<file path="src/rtl/psram_spi_bridge_if.sv">
// Memory-controller-side bus of the PSRAM bridge.
// The controller (master) drives the SRAM-style strobes, address and write data.
// The bridge (slave) returns mem_rdata and stalls the controller with memory_busy.
interface psram_spi_bridge_if;
    logic        select;       // address decode: access targets the PSRAM
    logic        addr_strobe;  // one-cycle pulse, mem_addr valid
    logic [22:0] mem_addr;     // word address
    logic [15:0] mem_wdata;    // big endian, [15:8] = even byte
    logic        mem_ce_n;
    logic        mem_we_n;
    logic        mem_oe_n;
    logic [1:0]  mem_be_n;     // [1] = high/even byte
    logic [15:0] mem_rdata;    // last completed read word
    logic        memory_busy;  // transaction in flight

    modport master (
        output select, addr_strobe, mem_addr, mem_wdata,
        output mem_ce_n, mem_we_n, mem_oe_n, mem_be_n,
        input  mem_rdata, memory_busy
    );

    modport slave (
        input  select, addr_strobe, mem_addr, mem_wdata,
        input  mem_ce_n, mem_we_n, mem_oe_n, mem_be_n,
        output mem_rdata, memory_busy
    );
endinterface

</file>
<file path="src/rtl/psram_spi_bridge.sv">
// psram_spi_bridge: converts SRAM-style CE/WE/OE/BE accesses into SPI PSRAM
// transactions (mode 0, MSB first) and stalls the controller with memory_busy.
//   clock, reset      system clock, async active-high reset
//   bus (slave)       controller strobes, address, write data, rdata, busy
//   spi_cs_n/sck/mosi PSRAM pins driven by the bridge
//   spi_miso          serial read data from the PSRAM
// Optional feature: define PSRAM_FAST_READ_EN to use the 0x0B fast-read
// command with 8 dummy SCK cycles; otherwise reads use 0x03.
module psram_spi_bridge #(
    parameter int CLK_DIV     = 1,  // clock cycles per SCK half-period (1..15)
    parameter int ARM_TIMEOUT = 7   // ARMED cycles before giving up
) (
    input  logic              clock,
    input  logic              reset,
    psram_spi_bridge_if.slave bus,
    output logic              spi_cs_n,
    output logic              spi_sck,
    output logic              spi_mosi,
    input  logic              spi_miso
);
`ifdef PSRAM_FAST_READ_EN
    localparam logic [7:0] RD_CMD = 8'h0B;
    localparam bit         FAST   = 1'b1;
`else
    localparam logic [7:0] RD_CMD = 8'h03;
    localparam bit         FAST   = 1'b0;
`endif
    localparam logic [7:0] WR_CMD   = 8'h02;
    localparam logic [3:0] DIV_LAST = 4'(CLK_DIV - 1);
    localparam logic [7:0] TMO_LAST = 8'(ARM_TIMEOUT - 1);

    typedef enum logic [3:0] {
        S_IDLE, S_ARMED, S_LEAD, S_CMD, S_ADDR, S_DUMMY, S_WDATA, S_RDATA, S_TAIL, S_DONE
    } state_t;

    state_t      state, state_nxt;
    logic [22:0] addr_q, addr_nxt;
    logic [15:0] wdata_q, wdata_nxt;
    logic [1:0]  be_q, be_nxt;
    logic        rw_q, rw_nxt;          // 1 = write
    logic [31:0] tx_q, tx_nxt;          // MOSI shifter, MSB on the pin
    logic [15:0] rx_q, rx_nxt;
    logic [5:0]  bit_q, bit_nxt;        // bits left in the phase, minus one
    logic [3:0]  div_q, div_nxt;        // cycles into the current SCK half
    logic [7:0]  tmo_q, tmo_nxt;
    logic        sck_q, sck_nxt;
    logic        cs_n_q, cs_n_nxt;
    logic        busy_q, busy_nxt;
    logic [15:0] rdata_q, rdata_nxt;

    logic        strobe, qual, half_end;
    logic [22:0] addr_sel;

    assign strobe   = bus.addr_strobe && bus.select;
    assign qual     = !bus.mem_ce_n && (!bus.mem_we_n || !bus.mem_oe_n);
    assign half_end = (div_q == DIV_LAST);
    // A strobe in the same cycle as qualification must win over the old address.
    assign addr_sel = strobe ? bus.mem_addr : addr_q;

    always_ff @(posedge clock or posedge reset) begin
        if (reset) begin
            state   <= S_IDLE;
            addr_q  <= '0;
            wdata_q <= '0;
            be_q    <= '0;
            rw_q    <= 1'b0;
            tx_q    <= '0;
            rx_q    <= '0;
            bit_q   <= '0;
            div_q   <= '0;
            tmo_q   <= '0;
            sck_q   <= 1'b0;
            cs_n_q  <= 1'b1;
            busy_q  <= 1'b0;
            rdata_q <= '0;
        end else begin
            state   <= state_nxt;
            addr_q  <= addr_nxt;
            wdata_q <= wdata_nxt;
            be_q    <= be_nxt;
            rw_q    <= rw_nxt;
            tx_q    <= tx_nxt;
            rx_q    <= rx_nxt;
            bit_q   <= bit_nxt;
            div_q   <= div_nxt;
            tmo_q   <= tmo_nxt;
            sck_q   <= sck_nxt;
            cs_n_q  <= cs_n_nxt;
            busy_q  <= busy_nxt;
            rdata_q <= rdata_nxt;
        end
    end

    always_comb begin
        state_nxt = state;
        addr_nxt  = addr_q;
        wdata_nxt = wdata_q;
        be_nxt    = be_q;
        rw_nxt    = rw_q;
        tx_nxt    = tx_q;
        rx_nxt    = rx_q;
        bit_nxt   = bit_q;
        div_nxt   = div_q;
        tmo_nxt   = tmo_q;
        sck_nxt   = sck_q;
        cs_n_nxt  = cs_n_q;
        busy_nxt  = busy_q;
        rdata_nxt = rdata_q;
        unique case (state)
            S_IDLE: begin
                if (strobe) begin
                    addr_nxt  = bus.mem_addr;
                    busy_nxt  = 1'b1;
                    tmo_nxt   = '0;
                    state_nxt = S_ARMED;
                end
            end
            S_ARMED: begin
                if (strobe) addr_nxt = bus.mem_addr;
                if (qual) begin
                    wdata_nxt = bus.mem_wdata;
                    be_nxt    = bus.mem_be_n;
                    rw_nxt    = !bus.mem_we_n;
                    if (!bus.mem_we_n && bus.mem_be_n == 2'b11) begin
                        state_nxt = S_DONE;  // nothing enabled: no SPI traffic
                    end else begin
                        cs_n_nxt  = 1'b0;
                        div_nxt   = '0;
                        // Command and address go out back to back from one load;
                        // the address LSB selects the odd byte for a low-only write.
                        tx_nxt    = {(bus.mem_we_n ? RD_CMD : WR_CMD), addr_sel,
                                     (!bus.mem_we_n && bus.mem_be_n == 2'b10)};
                        state_nxt = S_LEAD;
                    end
                end else if (tmo_q == TMO_LAST) begin
                    busy_nxt  = 1'b0;
                    state_nxt = S_IDLE;
                end else begin
                    tmo_nxt = tmo_q + 8'd1;
                end
            end
            S_LEAD: begin
                // CS-to-first-SCK setup: one SCK half-period with SCK low.
                if (half_end) begin
                    div_nxt   = '0;
                    bit_nxt   = 6'd7;
                    state_nxt = S_CMD;
                end else begin
                    div_nxt = div_q + 4'd1;
                end
            end
            S_CMD, S_ADDR, S_DUMMY, S_WDATA, S_RDATA: begin
                if (!half_end) begin
                    div_nxt = div_q + 4'd1;
                end else begin
                    div_nxt = '0;
                    sck_nxt = !sck_q;
                    if (!sck_q) begin
                        // Rising SCK: PSRAM output has been stable for a half period.
                        if (state == S_RDATA) rx_nxt = {rx_q[14:0], spi_miso};
                    end else begin
                        // Falling SCK: advance MOSI to the next bit.
                        tx_nxt  = {tx_q[30:0], 1'b0};
                        bit_nxt = bit_q - 6'd1;
                        if (bit_q == 6'd0) begin
                            case (state)
                                S_CMD: begin
                                    bit_nxt   = 6'd23;
                                    state_nxt = S_ADDR;
                                end
                                S_ADDR: begin
                                    if (rw_q) begin
                                        state_nxt = S_WDATA;
                                        if (be_q == 2'b00) begin
                                            bit_nxt = 6'd15;
                                            tx_nxt  = {wdata_q, 16'h0000};
                                        end else begin
                                            bit_nxt = 6'd7;
                                            tx_nxt  = {(be_q[0] ? wdata_q[15:8] : wdata_q[7:0]), 24'h000000};
                                        end
                                    end else if (FAST) begin
                                        bit_nxt   = 6'd7;
                                        state_nxt = S_DUMMY;
                                    end else begin
                                        bit_nxt   = 6'd15;
                                        state_nxt = S_RDATA;
                                    end
                                end
                                S_DUMMY: begin
                                    bit_nxt   = 6'd15;
                                    state_nxt = S_RDATA;
                                end
                                default: state_nxt = S_TAIL;
                            endcase
                        end
                    end
                end
            end
            S_TAIL: begin
                // Last-SCK-to-CS hold with SCK low.
                if (half_end) begin
                    div_nxt   = '0;
                    state_nxt = S_DONE;
                end else begin
                    div_nxt = div_q + 4'd1;
                end
            end
            S_DONE: begin
                cs_n_nxt = 1'b1;
                busy_nxt = 1'b0;
                // busy_q is high only on the first DONE cycle, so rdata updates once.
                if (busy_q && !rw_q) rdata_nxt = rx_q;
                if (bus.mem_ce_n) state_nxt = S_IDLE;
            end
            default: state_nxt = S_IDLE;
        endcase
    end

    assign spi_cs_n        = cs_n_q;
    assign spi_sck         = sck_q;
    assign spi_mosi        = tx_q[31];
    assign bus.memory_busy = busy_q;
    assign bus.mem_rdata   = rdata_q;
endmodule

</file>
<file path="src/flat_wrapper.sv">
// flat-port wrapper written by rule: the top's interface ports become plain ports
module psram_spi_bridge_flat 
#(
    parameter int CLK_DIV     = 1,                                             
    parameter int ARM_TIMEOUT = 7                                   
)
  (clock, reset, spi_cs_n, spi_sck, spi_mosi, spi_miso, bus_select, bus_addr_strobe, bus_mem_addr, bus_mem_wdata, bus_mem_ce_n, bus_mem_we_n, bus_mem_oe_n, bus_mem_be_n, bus_mem_rdata, bus_memory_busy);
  psram_spi_bridge_if bus_i ();
  input  logic clock;
  input  logic reset;
  output logic spi_cs_n;
  output logic spi_sck;
  output logic spi_mosi;
  input  logic spi_miso;
  input wire logic [$bits(bus_i.select)-1:0] bus_select;
  input wire logic [$bits(bus_i.addr_strobe)-1:0] bus_addr_strobe;
  input wire logic [$bits(bus_i.mem_addr)-1:0] bus_mem_addr;
  input wire logic [$bits(bus_i.mem_wdata)-1:0] bus_mem_wdata;
  input wire logic [$bits(bus_i.mem_ce_n)-1:0] bus_mem_ce_n;
  input wire logic [$bits(bus_i.mem_we_n)-1:0] bus_mem_we_n;
  input wire logic [$bits(bus_i.mem_oe_n)-1:0] bus_mem_oe_n;
  input wire logic [$bits(bus_i.mem_be_n)-1:0] bus_mem_be_n;
  output wire logic [$bits(bus_i.mem_rdata)-1:0] bus_mem_rdata;
  output wire logic [$bits(bus_i.memory_busy)-1:0] bus_memory_busy;
  assign bus_i.select = bus_select;
  assign bus_i.addr_strobe = bus_addr_strobe;
  assign bus_i.mem_addr = bus_mem_addr;
  assign bus_i.mem_wdata = bus_mem_wdata;
  assign bus_i.mem_ce_n = bus_mem_ce_n;
  assign bus_i.mem_we_n = bus_mem_we_n;
  assign bus_i.mem_oe_n = bus_mem_oe_n;
  assign bus_i.mem_be_n = bus_mem_be_n;
  assign bus_mem_rdata = bus_i.mem_rdata;
  assign bus_memory_busy = bus_i.memory_busy;
  psram_spi_bridge #(.CLK_DIV(CLK_DIV), .ARM_TIMEOUT(ARM_TIMEOUT)) u_core (.clock(clock), .reset(reset), .bus(bus_i), .spi_cs_n(spi_cs_n), .spi_sck(spi_sck), .spi_mosi(spi_mosi), .spi_miso(spi_miso));
endmodule
</file>
<file path="config.mk">
export PLATFORM = sky130hd
export DESIGN_NAME = psram_spi_bridge_flat
export DESIGN_NICKNAME = d
export VERILOG_FILES = /design/src/rtl/psram_spi_bridge_if.sv /design/src/rtl/psram_spi_bridge.sv /design/src/flat_wrapper.sv
export SDC_FILE = /design/constraint.sdc
export NUM_CORES = 1
export LEC_CHECK = 0
export BUFFER_PORTS_ARGS = -buffer_cell sky130_fd_sc_hd__buf_2
export CAP_MARGIN = 30
export CORE_MARGIN = 2
export CORE_UTILIZATION = 60
export DETAILED_ROUTE_END_ITERATION = 6
export GPL_TIMING_DRIVEN = 0
export PLACE_DENSITY = 0.81
export SYNTH_ARGS = -nofsm -noshare
export SYNTH_HDL_FRONTEND = slang
export SYNTH_SLANG_ARGS = --single-unit
</file>
<file path="constraint.sdc">
create_clock -name clock -period 7.8 [get_ports clock]
set_input_delay 0.39 -clock clock [delete_from_list [all_inputs] [get_ports clock]]
set_output_delay 0.39 -clock clock [all_outputs]
set_load 0.02 [all_outputs]
</file>
==> flow_summary_export.csv <==
group,metric,value,unit
sta,rsz0062_at_grt,"no",
clocking,postCtsHoldBufs,1,
sta,drv_slew,0,
drt,via_per_inst,5.77,
worst_setup_path,cp_max_fo,10,
synth,yosysTopAreaCellShare,51.4,%
min_path,hold_depth,2,
placed_design,numPortBuffers,68,
drt,wl_per_cell,16.4,um
drt,routed_wl,13700,um
clocking,cts_max_level,4,
synth,netlist_top_cells_area,"dfrtp_1, mux2_2, a21oi_1",
clocking,post_cts_buffers,0,
clocking,clock-root-buffer,"clkbuf_8",
flow_run,cap_violations,0,
clocking,cts_buffers,17,
floorplanning,dieArea,0.0114,mm^2
global_route,grt_pass1_wl,23200,um
synth,yosysWarnings,0,
synth,async_flop_share,100,%
worst_setup_path,crit_required,8210,ps
min_path,hold_path.class,"primary input to register",
synth,yosysMostFrequentCell,"dfrtp_1",
synth,syn_area_per_cell,10.6,um^2
sta,skew,7.57,ps
sta,fmax,0.395,GHz
sta,period_share,32.4,%
synth,synth_seq_cells,131,
placed_design,gp_congestion,0.894,
worst_setup_path,cp-start-kind,"register",
drt,drtPass1Iterations,5,
global_route,grt_pass1_vias,4933,
global_route,grt_max_degree,74,
synth,syn_area,0.00632,mm^2
floorplanning,die_h,107,um
floorplanning,io_pins,69,
sta,max_slew_margin,41.3,%
global_route,gr-usage-all-layers,26.0,%
drt,route.detailed.drc,0,
pwr,irDropWorstVdd,0.000244,V
synth,synth-main-ff-cell,"dfrtp_1",
floorplanning,start_util,61.5,%
global_route,antenna_found_initial,0,
drt,drtIter0Drc,267,
floorplanning,num_rows,37,
synth,synth_top_area_cell,"dfrtp_1",
synth,ys_top_cells_by_count,"dfrtp_1, nor2_1, a21oi_1",
drt,num_vias,4824,
placed_design,post-dp-hpwl,9450,um
synth,syn-num-nets,653,
worst_setup_path,end_kind,"register",
synth,syn_inst,598,
sta,hold_viol_final,0,
final_layout,layout.cells.non_filler,836,
clocking,cts.sinks,131,
final_layout,area.growth.synth_to_final,19.3,%
sta,worst_pin_slew,874,ps
worst_setup_path,worstPathArrival,2940,ps
sta,period_minus_slack,2530,ps
sta,setup_viol,0,
synth,yosysUniqueCellTypes,61,
final_layout,post-route-util,73.4,%
run_status,outcome,"finished, final reports clean",
synth,yosysSeqAreaShare,51.8,%
drt,ant_nets,0,
worst_setup_path,reg2reg_depth,9,
final_layout,num_antenna_cells,0,
placed_design,pre_cts_ws,5310,ps
clocking,cts_tree,"done",
global_route,grt_overflow,0,
final_layout,drive_above_1_share,27.7,%
synth,synth-edff-count,0,
clocking,cts_resized,0,
final_layout,nNetsFinal,742,
clocking,clk_latency,530,ps
pwr,power_density,420,mW/mm^2
sta,setup_tns,0,ps
floorplanning,core,0.0103,mm^2
worst_setup_path,crit_type,"register to register",
pwr,leakage,3.52,nW
pwr,p_total,3.17,mW
clocking,cts.clk_slew.worst_paths,60,ps
placed_design,dpl.cell_count,803,
clocking,clock_path_buffers,2,
sta,fin_ws,5270,ps
floorplanning,die_x,107,um
[layer usage]
| layer | track usage [%] | part of all wire, % |
|---|---|---|
| met5 | 0 | 0 |
| met2 | 43.5 | 51 |
| met4 | 12.4 | 2.4 |
| met1 | 32.0 | 42 |
| met3 | 6.08 | 4.6 |
[sequential cells by signal, indices dropped and copies added, names as in the netlist]
name,flops
u_core.div_q,4
u_core.bus.memory_busy,1
u_core.tx_q,32
u_core.rx_q,16
u_core.bus.mem_rdata,16
u_core.addr_q,23
u_core.rw_q,1
u_core.state,4
u_core.wdata_q,16
u_core.bit_q,6
u_core.spi_cs_n,1
u_core.spi_sck,1
u_core.be_q,2
u_core.tmo_q,8
[worst max-delay path, stage by stage (launching register included)]
cell and delay, ps:
dfrtp_1 420, inv_1 80, ha_1 160, nor3b_2 320
nand4_1 420, and2_1 280, clkbuf_1 180, clkbuf_1 290
nor2_1 190, a21oi_1 80
[worst paths after layout]
path | startpoint | end | slack [ps]
worst min-delay path | bus_mem_wdata[3] | u_core.wdata_q[3]$_DFFE_PP0P_ | 90
worst min register to register | u_core.tx_q[30]$_DFFE_PP0P_ | u_core.tx_q[30]$_DFFE_PP0P_ | 490
max in group asynchronous | reset | u_core.spi_cs_n$_DFFE_PP1P_ | 6530
worst max register to register | u_core.div_q[0]$_DFFE_PP0P_ | u_core.tx_q[17]$_DFFE_PP0P_ | 5270
worst max-delay path | u_core.div_q[0]$_DFFE_PP0P_ | u_core.tx_q[17]$_DFFE_PP0P_ | 5270
min in group asynchronous | reset | u_core.addr_q[12]$_DFFE_PP0N_ | 520
[cell type report]
type	count	area (um^2)
Buffer	33	189
Clock buffer	25	504
Clock inverter	7	166
Fill cell	745	2730
Inverter	10	42.5
Multi-Input combinational cell	424	2820
Sequential cell	131	3280
Tap cell	136	170
Timing Repair Buffer	70	378
[per-stage QoR]
step                hold WS (ps)  cell area, um^2
global placement             462             6840
detailed placement           480             6870
finish                      88.3             7550
global route                70.8             7550
floorplan                    444             6320
CTS                         67.2             7550
[cell families after synthesis]
| family | synth area share, % |
|---|---|
| compound gates | 13.0 |
| xor+xnor | 1.11 |
| fa+ha+maj | 1.19 |
| buf+inv | 3.58 |
| flops | 51.8 |
| mux | 14.8 |
| simple gates | 14.5 |
[power by group]
group          internal (mW)  leakage, nW  switching (mW)  total, mW
Combinational          0.482         1.58           0.690       1.17
Sequential             0.931         1.61           0.178       1.11
Clock                  0.604        0.325           0.287      0.891
Total                   2.02         3.52            1.16       3.17
[cells in the final DEF, fill, tap and decap left out, types with 4 or more instances in the layout]
cell / count
nor3_1: 5
mux2_2: 54
a211oi_1: 4
a21oi_1: 74
o21ai_0: 23
nand3_1: 5
dfrtp_1: 130
clkbuf_8: 7
buf_2: 74
and2_1: 5
mux2_4: 10
inv_1: 8
a31oi_1: 4
buf_6: 4
nand2b_1: 5
nor2_1: 80
clkbuf_16: 16
bufinv_16: 5
a22oi_1: 10
nand4_1: 6
nand2_1: 58
clkbuf_1: 18
mux2i_1: 18
xnor2_1: 7
ha_1: 6
No activity file was read; power rests on OpenSTA's default activity.
